## config.mk

```make
export PLATFORM = sky130hd
export DESIGN_NAME = shift_sequencer_flat
export DESIGN_NICKNAME = d
export VERILOG_FILES = /design/src/rtl/shift_seq_pkg.sv /design/src/rtl/shift_sequencer_if.sv /design/src/rtl/shift_reg_sync.sv /design/src/rtl/shift_sequencer.sv /design/src/flat_wrapper.sv
export SDC_FILE = /design/constraint.sdc
export NUM_CORES = 1
export LEC_CHECK = 0
export CAP_MARGIN = 25
export CORE_UTILIZATION = 48
export DETAILED_ROUTE_END_ITERATION = 7
export PLACE_DENSITY = 0.77
export SLEW_MARGIN = 25
export SYNTH_ARGS = -nofsm -noshare
export SYNTH_HDL_FRONTEND = slang
export SYNTH_SLANG_ARGS = --single-unit
export TNS_END_PERCENT = 10
```

## constraint.sdc

```tcl
create_clock -name clk -period 2.3 [get_ports clk]
set_input_delay 0.46 -clock clk [delete_from_list [all_inputs] [get_ports clk]]
set_output_delay 0.46 -clock clk [all_outputs]
set_load 0.01 [all_outputs]
```

## src/rtl/shift_seq_pkg.sv

```systemverilog
// Shared types and sizing helpers for the shift sequencer slice.
package shift_seq_pkg;

  typedef enum logic [1:0] {IDLE, SHIFT, DONE} state_t;

  // Counter width able to hold 0..range-1; never narrower than one bit.
  function automatic int cnt_width(input int range);
    return (range > 1) ? $clog2(range) : 1;
  endfunction

endpackage

```

## src/rtl/shift_sequencer_if.sv

```systemverilog
// System-side word handshake between a producer/consumer and the shift sequencer.
interface shift_sequencer_if #(parameter int N = 8);
  logic [N-1:0] tx_data;
  logic         tx_valid;
  logic         tx_ready;
  logic [N-1:0] rx_data;
  logic         rx_valid;

  modport master (output tx_data, tx_valid, input tx_ready, rx_data, rx_valid);
  modport slave  (input tx_data, tx_valid, output tx_ready, rx_data, rx_valid);
endinterface

```

## src/rtl/shift_reg_sync.sv

```systemverilog
// Parallel-load / serial-shift register, MSB out, new bits enter at the LSB.
module shift_reg_sync #(
  parameter int N = 8
) (
  input  logic         clk,
  input  logic         reset,
  input  logic         load,
  input  logic         shift_en,
  input  logic         serial_in,
  input  logic [N-1:0] parallel_in,
  output logic         serial_out,
  output logic [N-1:0] parallel_out
);
  logic [N-1:0] q;

  always_ff @(posedge clk or posedge reset) begin
    if (reset) begin
      q <= '0;
    end else if (load) begin
      q <= parallel_in;
    end else if (shift_en) begin
      q <= {q[N-2:0], serial_in};
    end
  end

  assign serial_out   = q[N-1];
  assign parallel_out = q;
endmodule

```

## src/rtl/shift_sequencer.sv

```systemverilog
// Full-duplex serial link engine: loads a word, shifts it out MSB first on a
// divided sclk while sampling serial_in, then presents the received word.
module shift_sequencer
  import shift_seq_pkg::*;
#(
  parameter int N   = 8,
  parameter int DIV = 4
) (
  input  logic                  clk,
  input  logic                  reset,
  shift_sequencer_if.slave      bus,
  input  logic                  serial_in,
  output logic                  serial_out,
  output logic                  sclk,
  output logic                  busy
);
  localparam int BIT_W = cnt_width(N);
  localparam int DIV_W = cnt_width(DIV);
  localparam logic [BIT_W-1:0] BIT_LAST   = BIT_W'(N - 1);
  localparam logic [DIV_W-1:0] DIV_LAST   = DIV_W'(DIV - 1);
  localparam logic [DIV_W-1:0] RISE_LAST  = DIV_W'(DIV / 2 - 1);
  localparam logic [DIV_W-1:0] HIGH_FIRST = DIV_W'(DIV / 2);

  if ((DIV % 2 != 0) || (DIV < 2) || (N < 2)) begin : g_param_guard
    $error("shift_sequencer: DIV must be even and >= 2, N must be >= 2");
  end

  state_t           state, state_n;
  logic [DIV_W-1:0] div_cnt, div_cnt_n;
  logic [BIT_W-1:0] bit_cnt, bit_cnt_n;
  logic             sample, sample_en;
  logic             sclk_n;
  logic             load, shift_en, capture;
  logic [N-1:0]     q, shifted, rx_data_r;
  logic             unused_q_msb;

  shift_reg_sync #(.N(N)) u_shift_reg (
    .clk          (clk),
    .reset        (reset),
    .load         (load),
    .shift_en     (shift_en),
    .serial_in    (sample),
    .parallel_in  (bus.tx_data),
    .serial_out   (serial_out),
    .parallel_out (q)
  );

  // Word as it will look after the shift that ends the last bit.
  assign shifted      = {q[N-2:0], sample};
  assign unused_q_msb = q[N-1];

  always_ff @(posedge clk or posedge reset) begin
    if (reset) begin
      state <= IDLE;
    end else begin
      state <= state_n;
    end
  end

  always_comb begin
    state_n   = state;
    div_cnt_n = div_cnt;
    bit_cnt_n = bit_cnt;
    load      = 1'b0;
    shift_en  = 1'b0;
    capture   = 1'b0;
    sample_en = 1'b0;
    unique case (state)
      IDLE: begin
        if (bus.tx_valid && bus.tx_ready) begin
          load      = 1'b1;
          div_cnt_n = '0;
          bit_cnt_n = '0;
          state_n   = SHIFT;
        end
      end
      SHIFT: begin
        sample_en = (div_cnt == RISE_LAST);
        if (div_cnt == DIV_LAST) begin
          div_cnt_n = '0;
          shift_en  = 1'b1;
          if (bit_cnt == BIT_LAST) begin
            bit_cnt_n = '0;
            capture   = 1'b1;
            state_n   = DONE;
          end else begin
            bit_cnt_n = bit_cnt + 1'b1;
          end
        end else begin
          div_cnt_n = div_cnt + 1'b1;
        end
      end
      DONE: begin
        state_n = IDLE;
      end
      default: begin
        state_n = IDLE;
      end
    endcase
    // sclk is registered from the next divider phase so it lines up with div_cnt.
    sclk_n = (state_n == SHIFT) && (div_cnt_n >= HIGH_FIRST);
  end

  always_ff @(posedge clk or posedge reset) begin
    if (reset) begin
      div_cnt   <= '0;
      bit_cnt   <= '0;
      sample    <= 1'b0;
      sclk      <= 1'b0;
      rx_data_r <= '0;
    end else begin
      div_cnt <= div_cnt_n;
      bit_cnt <= bit_cnt_n;
      sclk    <= sclk_n;
      if (sample_en) begin
        sample <= serial_in;
      end
      if (capture) begin
        rx_data_r <= shifted;
      end
    end
  end

  assign bus.tx_ready = (state == IDLE) && !reset;
  assign bus.rx_valid = (state == DONE);
  assign bus.rx_data  = rx_data_r;
  assign busy         = (state != IDLE);
endmodule

```

## src/flat_wrapper.sv

```systemverilog
// flat-port wrapper written by rule: the top's interface ports become plain ports
module shift_sequencer_flat import shift_seq_pkg::*;
#(
  parameter int N   = 8,
  parameter int DIV = 4
)
  (clk, reset, serial_in, serial_out, sclk, busy, bus_tx_data, bus_tx_valid, bus_tx_ready, bus_rx_data, bus_rx_valid);
  shift_sequencer_if #(.N(N)) bus_i ();
  input  logic clk;
  input  logic reset;
  input  logic serial_in;
  output logic serial_out;
  output logic sclk;
  output logic busy;
  input wire logic [$bits(bus_i.tx_data)-1:0] bus_tx_data;
  input wire logic [$bits(bus_i.tx_valid)-1:0] bus_tx_valid;
  output wire logic [$bits(bus_i.tx_ready)-1:0] bus_tx_ready;
  output wire logic [$bits(bus_i.rx_data)-1:0] bus_rx_data;
  output wire logic [$bits(bus_i.rx_valid)-1:0] bus_rx_valid;
  assign bus_i.tx_data = bus_tx_data;
  assign bus_i.tx_valid = bus_tx_valid;
  assign bus_tx_ready = bus_i.tx_ready;
  assign bus_rx_data = bus_i.rx_data;
  assign bus_rx_valid = bus_i.rx_valid;
  shift_sequencer #(.N(N), .DIV(DIV)) u_core (.clk(clk), .reset(reset), .bus(bus_i), .serial_in(serial_in), .serial_out(serial_out), .sclk(sclk), .busy(busy));
endmodule
```

==> metrics.yaml <==
status:
  outcome: "complete, no violations"
timing:
  rsz0062_at_grt: "false"
  finalCriticalPeriod_ns: 2.22
  tns_ns: 0
  post-route-period-util_pct: 96.6
  final-hold-violation-count: 0
  final_max_slew_viol_count: 0
  skew_ns: 0.00761
  worst_slew_pin_slew_ns: 0.441
  max_freq_mhz: 450
  setup_violations: 0
  slew-limit-headroom_pct: 70.5
floorplan:
  io_pins: 25
  fp.dieW_microns: 50.4
  core_sq_mm: 0.00221
  die_h_microns: 50.4
  start_util_pct: 50.9
  dieArea_sq_mm: 0.00254
  rows: 17
global_route:
  grt_max_degree: 18
  antenna_found_initial: 0
  grt_overflow: 0
  grt_pass1_vias: 763
  grt_first_pass_wirelength_microns: 3440
  grt_usage_pct: 18.6
pwr:
  switchingPower_uw: 465
  p_int_uw: 894
  seqPwrFrac_pct: 51.4
  power_leakage_uw: 0.000642
  p_clk_share_pct: 14.4
  p_sw_share_pct: 34.2
  power_density_mw_per_mm2: 957
  combPwrFrac_pct: 34.2
  ir_worst_vdd_mv: 0.635
  power_uw: 1360
synthesis:
  synthXorXnorAreaFrac_pct: 0
  synth_seq_cells: 25
  synth_fp_nets: 113
  yosys_warnings: 0
  synth-simple-area-share_pct: 17.1
  synthAdderAreaFrac_pct: 4.44
  netlist_area_sq_mm: 0.00113
  synth_cell_types: 26
  synth.area.mux_share_pct: 9.00
  synth_top_family_by_area: "simple AND/OR/NAND/NOR gates"
  synth_compound_area_share_pct: 10.4
  syn_avg_cell_area_sq_um: 11.6
  ys_seq_area_share_pct: 55.6
  synth_cells: 97
hold_path:
  min_to: "u_core.bus.rx_data[7]"
  hp-class: "reg2reg"
  min_path_cells: 1
  min-delay-start: "u_core.bus.rx_data[7]"
drt:
  drtAntennaViolNets: 0
  dr.pass1.iters: 4
  wl_met2_microns: 992
  drt_iter0_drc: 10
  drt-vias-per-instance: 5.56
  top_layer_used: "met4"
  num_vias: 845
  drc: 0
  wl_met3_microns: 78
  routedLengthMet1_microns: 989
  post_drt_wl_per_cell_microns: 13.9
  wl_microns: 2110
cts:
  insertion_delay_ns: 0.32
  path_clk_slew_ns: 0.14
  cts_buffer_depth: 2
  htree_levels: 1
  numCtsBuffers: 3
  cts_tree: "done"
  cts-root-buf: "clkbuf_4"
  cts_sinks: 25
finish:
  stdcell_area_sq_mm: 0.00142
  drive_above_1_share_pct: 16.9
  antenna_cells: 0
  layout_common_cells: "dfrtp_1 (24), clkdlybuf4s50_1 (24), a21oi_1 (12)"
  area.growth.synth_to_final_pct: 26.1
  nets: 141
setup_path:
  cp_max_fo: 8
  path_class: "reg2out"
  worstPathRequired_ns: 1.84
  cp.arrival_ns: 1.76
  r2r_end: "u_core.bus.rx_data[3]"
  r2r_start: "u_core.bit_cnt[0]"
  critPathLaunchType: "flop"
  reg2regPathDepth: 5
  endpoint_kind: "output port"
  rrSetupSlack_ns: 0.48
place:
  portBuffers: 24
  place_congestion: 0.739
  dp_hpwl_microns: 1500
  dpl-instance-area_sq_mm: 0.00139
job:
  max_cap_viol_count: 0
-- worst max-delay path by stage --
stage / depth (start not counted) / slack (ns) / startpoint / to
after floorplan: 5 / 0.69 / u_core.bit_cnt[0] / u_core.bus.rx_data[0]
final: 3 / 0.08 / u_core.state[0] / bus_tx_ready
after CTS: 3 / 0.07 / u_core.state[1] / bus_tx_ready
after global placement: 3 / 0.24 / reset / bus_tx_ready
after detailed placement: 3 / 0.20 / reset / bus_tx_ready
after global routing: 3 / 0.004 / u_core.state[0] / bus_tx_ready
-- logic make-up (layout without fill, tap and decap cells) --
logic type	after synthesis	after routing
buffers and inverters	6	33
adders and majority gates	4	4
and+or+nand+nor	33	33
DFF	25	25
AOI/OAI and AO/OA	20	20
muxes	9	9
-- cells in the mapped netlist, drive strengths merged --
cell,n,area share (%)
a21o,1,0.67
a21oi,12,5.3
a22o,2,1.6
a22oi,2,1.3
and2,1,0.56
and2b,1,0.67
and3b,1,0.78
buf,3,2.4
dfrtp,25,56
ha,4,4.4
inv,3,1.0
mux2,9,9.0
nand2,10,3.3
nand2b,1,0.56
nand3,4,2.2
nand3b,1,1.0
nor2,8,2.7
nor2b,1,0.56
nor3,2,0.89
nor4b,1,2.1
o21ai,2,0.89
o31ai,1,0.67
or2,1,0.56
or4b,1,1.2
-- final cells by class --
cell class / count / area [sq um]
fill: 184 / 792
clock buffer: 3 / 22.5
timing repair buffer: 26 / 255
multi-input combinational: 66 / 462
sequential: 25 / 627
tap: 28 / 35.0
clock inverter: 1 / 7.51
inverter: 3 / 11.3
-- sequential cells by signal, indices dropped and copies added, names as in the netlist, named ones only --
signal,flops
u_core.div_cnt,1
u_core.sample,1
u_core.bit_cnt,3
u_core.u_shift_reg.parallel_out,8
u_core.bus.rx_data,8
u_core.state,2
u_core.sclk,1
-- through the flow --
step / hold slack, ns / worst slack (ns) / cells / util [%]
2_1_floorplan: 0.470 / 0.685 / 97 / -
3_3_place_gp: 0.488 / 0.240 / 148 / 62.8
3_5_place_dp: 0.490 / 0.197 / 148 / 62.8
4_1_cts: 0.525 / 0.0729 / 152 / 64.1
5_1_grt: 0.543 / 0.00392 / 152 / 64.2
6_report: 0.523 / 0.0789 / 152 / 64.2
-- what timing repair did --
action / 4_1_cts / 5_1_grt
buffers inserted: 0 / 0
endpoints found under the hold margin: 0 / 0
endpoints found under the setup margin: 0 / 1
hold buffers: 0 / 0
resized for setup: 0 / 1
-- critical path, stage by stage (launching register included) --
cell and delay [ns]:
dfrtp_1 0.50, or2_2 0.32, nor2_1 0.09, clkdlybuf4s50_1 0.54
-- power by group through the flow --
stage / logic [uW] / clock network [uW] / registers, uW
4_1_cts: 472 / 203 / 697
2_1_floorplan: 324 / 0 / 685
3_5_place_dp: 474 / 0 / 705
3_3_place_gp: 446 / 0 / 698
5_1_grt: 518 / 231 / 721
6_report: 465 / 196 / 699
-- layer usage --
layer / GRT usage, % / up-vias
met5: 0 / -
met4: 12.0 / 0
met3: 2.73 / 5
met2: 29.1 / 23
met1: 24.0 / 425
li1: - / 392
(Power assumes the default switching activity.)
